==> config.mk <==
export PLATFORM = sky130hd
export DESIGN_NAME = key_click_decoder
export DESIGN_NICKNAME = d
export VERILOG_FILES = /design/src/rtl/key_click_decoder.sv
export SDC_FILE = /design/constraint.sdc
export NUM_CORES = 1
export LEC_CHECK = 0
export ABC_AREA = 1
export CAP_MARGIN = 20
export CORE_MARGIN = 1
export CORE_UTILIZATION = 40
export CTS_CLUSTER_SIZE = 20
export DETAILED_ROUTE_END_ITERATION = 10
export MAX_ROUTING_LAYER = met4
export PLACE_DENSITY_LB_ADDON = 0.1
export SLEW_MARGIN = 20
export SYNTH_ARGS = -nofsm -noshare
export SYNTH_HDL_FRONTEND = slang
export SYNTH_SLANG_ARGS = --single-unit
==> constraint.sdc <==
create_clock -name clk_i -period 1.7 [get_ports clk_i]
set_clock_uncertainty 0.2 [all_clocks]
set_input_delay 0.51 -clock clk_i [delete_from_list [all_inputs] [get_ports clk_i]]
set_output_delay 0.51 -clock clk_i [all_outputs]
set_load 0.02 [all_outputs]
==> src/rtl/key_click_decoder.sv <==
// key_click_decoder: groups debounced press strobes into click bursts.
// Strobes closer together than WINDOW_TICKS cycles belong to one burst; when
// the window expires the burst length and an overflow flag are reported.
// Optional feature: define KEY_CLICK_DECODER_HANDSHAKE_EN to add click_ready_i
// and a HOLD state that keeps the result valid until the consumer accepts it.
module key_click_decoder #(
    parameter int  CLK_FREQ_MHZ = 5,
    parameter int  WINDOW_US    = 100,
    parameter int  MAX_CLICKS   = 4,
    localparam int CW           = $clog2(MAX_CLICKS + 1)
) (
    input  logic          clk_i,
    input  logic          rst_i,
    input  logic          key_pressed_stb_i,
`ifdef KEY_CLICK_DECODER_HANDSHAKE_EN
    input  logic          click_ready_i,
`endif
    output logic          click_valid_o,
    output logic [CW-1:0] click_cnt_o,
    output logic          click_ovf_o,
    output logic          busy_o
);

    localparam int WINDOW_TICKS = WINDOW_US * CLK_FREQ_MHZ;
    localparam int TW           = $clog2(WINDOW_TICKS + 1);

    typedef enum logic [1:0] {
        IDLE,
`ifdef KEY_CLICK_DECODER_HANDSHAKE_EN
        HOLD,
`endif
        COLLECT
    } state_t;

    state_t          state_q, state_d;
    logic [TW-1:0]   timer_q, timer_d;
    logic [CW-1:0]   count_q, count_d;
    logic            ovf_q, ovf_d;
    logic [CW-1:0]   cnt_out_d;
    logic            ovf_out_d;
    logic            valid_d;

    // State, burst counters and the registered result; reset drops any partial burst.
    always_ff @(posedge clk_i or posedge rst_i) begin
        if (rst_i) begin
            state_q       <= IDLE;
            timer_q       <= '0;
            count_q       <= '0;
            ovf_q         <= 1'b0;
            click_valid_o <= 1'b0;
            click_cnt_o   <= '0;
            click_ovf_o   <= 1'b0;
        end else begin
            state_q       <= state_d;
            timer_q       <= timer_d;
            count_q       <= count_d;
            ovf_q         <= ovf_d;
            click_valid_o <= valid_d;
            click_cnt_o   <= cnt_out_d;
            click_ovf_o   <= ovf_out_d;
        end
    end

    // Next-state logic: a strobe always restarts the window, even on the expiry cycle.
    always_comb begin
        state_d   = state_q;
        timer_d   = timer_q;
        count_d   = count_q;
        ovf_d     = ovf_q;
        cnt_out_d = click_cnt_o;
        ovf_out_d = click_ovf_o;
        valid_d   = 1'b0;
        case (state_q)
            IDLE: begin
                if (key_pressed_stb_i) begin
                    state_d = COLLECT;
                    count_d = CW'(1);
                    timer_d = '0;
                    ovf_d   = 1'b0;
                end
            end
            COLLECT: begin
                if (key_pressed_stb_i) begin
                    timer_d = '0;
                    if (count_q < CW'(MAX_CLICKS)) begin
                        count_d = count_q + 1'b1;
                    end else begin
                        ovf_d = 1'b1;
                    end
                end else if (timer_q == TW'(WINDOW_TICKS - 1)) begin
                    cnt_out_d = count_q;
                    ovf_out_d = ovf_q;
                    valid_d   = 1'b1;
                    timer_d   = '0;
`ifdef KEY_CLICK_DECODER_HANDSHAKE_EN
                    state_d   = HOLD;
`else
                    state_d   = IDLE;
`endif
                end else begin
                    timer_d = timer_q + 1'b1;
                end
            end
`ifdef KEY_CLICK_DECODER_HANDSHAKE_EN
            HOLD: begin
                if (click_ready_i) begin
                    state_d = IDLE;
                end else begin
                    valid_d = 1'b1;
                end
            end
`endif
            default: begin
                state_d = IDLE;
            end
        endcase
    end

    assign busy_o = (state_q == COLLECT);

endmodule

==> results_dict.tcl <==
set metrics [dict create \
    clk_pin_slew_worst_paths_ns 0.11 \
    grt_pass1_wl_um 3056 \
    cts.sinks 19 \
    power_density_nw_per_um2 755.8 \
    slew_violations 0 \
    drtIter0Drc 10 \
    fmaxAchievable_mhz 603.9 \
    gr-usage-all-layers 0.1629 \
    ant_nets 0 \
    synth.avg_cell_area_sq_um 8.714 \
    drc 0 \
    drive_gt1_frac 0.2366 \
    layout.nets 137 \
    top_level_ports 9 \
    dieHeight_um 51.40 \
    dpl_cell_area_sq_um 1144 \
    critPathKind "reg2out" \
    cts_root_buf "clkbuf_4" \
    ys_seq_area_frac 0.4872 \
    synth_edf_count 0 \
    ys_types 23 \
    synthCells 112 \
    drtPass1Iterations 4 \
    yosysMostFrequentCell "nand2_1" \
    required_ns 0.99 \
    num_rows 17 \
    dp_hpwl_um 1370 \
    grt_pass1_vias 671 \
    syn_area_sq_um 975.9 \
    clockBufferDepth 2 \
    period_share 0.9740 \
    hold_path.class "reg2reg" \
    h-tree-depth 1 \
    syn_nets 117 \
    critical_path.max_fanout 2 \
    clk_latency_ns 0.30 \
    period_minus_slack_ns 1.656 \
    cp_cell_sequence "clkdlybuf4s15_2" \
    setup_viol 0 \
    tritoncts "built" \
    grt_overflow 0 \
    vias 749 \
    synthFlopType "dfrtp_1" \
    arrival_ns 0.95 \
    die-area_sq_um 2641 \
    ys_top_cells_by_count "nand2_1, dfrtp_1, inv_1" \
    antenna_found_initial 0 \
    stdcell_count 159 \
    dpl_worst_slack_ns -0.1602 \
    worstMarginPinSlew_ns 0.2418 \
    critical_path.top_delay_family "flip-flops" \
    cts_made_buffers 3 \
    relSlewSlack 0.8388 \
    synth_area_leaders "dfrtp_1, nand2_1, inv_1, o21ai_2, nand3_1" \
    core_area_sq_um 2255 \
    slowest_stage "dfrtp_1" \
    layout_setup_ws_ns 0.04414 \
    cp-end-kind "output port" \
    synthArstFlopShare 1.000 \
    status "complete, no violations" \
    yosysTopAreaCell "dfrtp_1" \
    ys_warn_count 0 \
    cp_num_buf_inv 1 \
    p_leak_nw 0.5581 \
    start_kind "flop" \
    max_cap_viol_count 0 \
    vias_per_cell 4.711 \
    finalWirelength_um 1771 \
    slowest_delay_ns 0.39 \
    grt_max_degree 20 \
    ys_seq_elements 19 \
    area_delta_synth_final_pct 17.44 \
    peakVddDrop_mv 0.5741 \
    initial_core_util 0.4329 \
    diodes 0 \
    die_x_um 51.40 \
    rsz0062_at_grt "false" \
    avgRoutedWirePerCell_um 11.14 \
    hold_viol 0 \
    fin_area_sq_um 1146 \
    fin_total_pwr_w 0.0008663 \
    port-buffer-count 8 \
    numPlacedInstances 155 \
    gp_congestion 0.8285 \
    netlist.area_leader.share 0.4872 \
]
## layout make-up
class                   count  area [sq um]
fillers                   224          1109
repair buffers             16         116.4
well taps                  28         35.03
multi-input cells          77         436.7
flip-flops and latches     19         475.5
clock buffers               4         26.28
inverters                  15         56.30
## cells in the final DEF (no fill, tap or decap)
cell / instances
clkbuf_4: 3
clkbuf_2: 5
o21bai_1: 2
nor2_8: 1
a22o_1: 1
nand2_1: 31
dfrtp_1: 19
a21oi_1: 4
nor2_4: 1
o21ai_1: 6
nand2_4: 1
inv_2: 1
clkdlybuf4s50_1: 2
clkbuf_1: 1
xor2_1: 1
o21ai_0: 4
nand3_1: 6
nand2_2: 2
ha_1: 2
buf_4: 8
o21ai_2: 5
nand3_4: 1
nand4_1: 1
xnor2_1: 1
nor2_1: 5
inv_1: 14
clkdlybuf4s15_2: 1
nor2_2: 2
## through the flow
step | TNS (ns) | hold slack [ns] | util
after detailed placement | -1.778 | 0.2810 | 0.5072
after floorplan | 0 | 0.2611 | -
after global placement | -1.556 | 0.2737 | 0.5072
after CTS | 0 | 0.3067 | 0.5194
final | 0 | 0.3050 | 0.5083
after global routing | 0 | 0.3420 | 0.5083
## final timing paths
| kind | from | end | slack (ns) | depth (start not counted) |
|---|---|---|---|---|
| max | state_q[0] | busy_o | 0.04 | 1 |
| min | click_cnt_o[2] | click_cnt_o[2] | 0.31 | 2 |
| max reg2reg | timer_q[1] | timer_q[8] | 0.16 | 6 |
| min reg2reg | click_cnt_o[2] | click_cnt_o[2] | 0.31 | 2 |
| max in group asynchronous | rst_i | timer_q[3] | 0.78 | 3 |
| min in group asynchronous | rst_i | click_cnt_o[0] | 0.32 | 3 |
## report_power, final
group	total [W]	switching (W)	internal, W	leakage (nW)
clock	0.000231	0.000139	0.0000914	0.0150
combinational	0.000124	0.0000726	0.0000518	0.298
sequential	0.000511	0.0000233	0.000488	0.245
total	0.000866	0.000235	0.000631	0.558
## sequential cells by signal, indices dropped and copies added, names as in the netlist
name	count
click_cnt_o	3
count_q	3
click_ovf_o	1
ovf_q	1
click_valid_o	1
timer_q	9
state_q	1
## routing by layer
layer,track usage,vias to the layer above,share of wire
met5,-,-,0
met4,0.02703,0,0.0073
met3,0.06250,2,0.037
met2,0.2208,10,0.43
met1,0.2319,338,0.53
li1,-,399,-
## cell families (layout without fill, tap and decap cells)
kind of cell	after synthesis	after routing	synth area share
and+or+nand+nor	51	51	0.2628
AOI/OAI and AO/OA	22	22	0.1410
DFF	19	19	0.4872
buffers and inverters	16	35	0.06538
adders and majority gates	2	2	0.02564
xor gates and xnor gates	2	2	0.01795
## what timing repair did
action / CTS / global route
setup buffers: 0 / 0
resized for setup: 13 / 5
setup endpoints to repair: 6 / 5
hold buffers: 0 / 0
No activity file was read; power rests on OpenSTA's default activity.
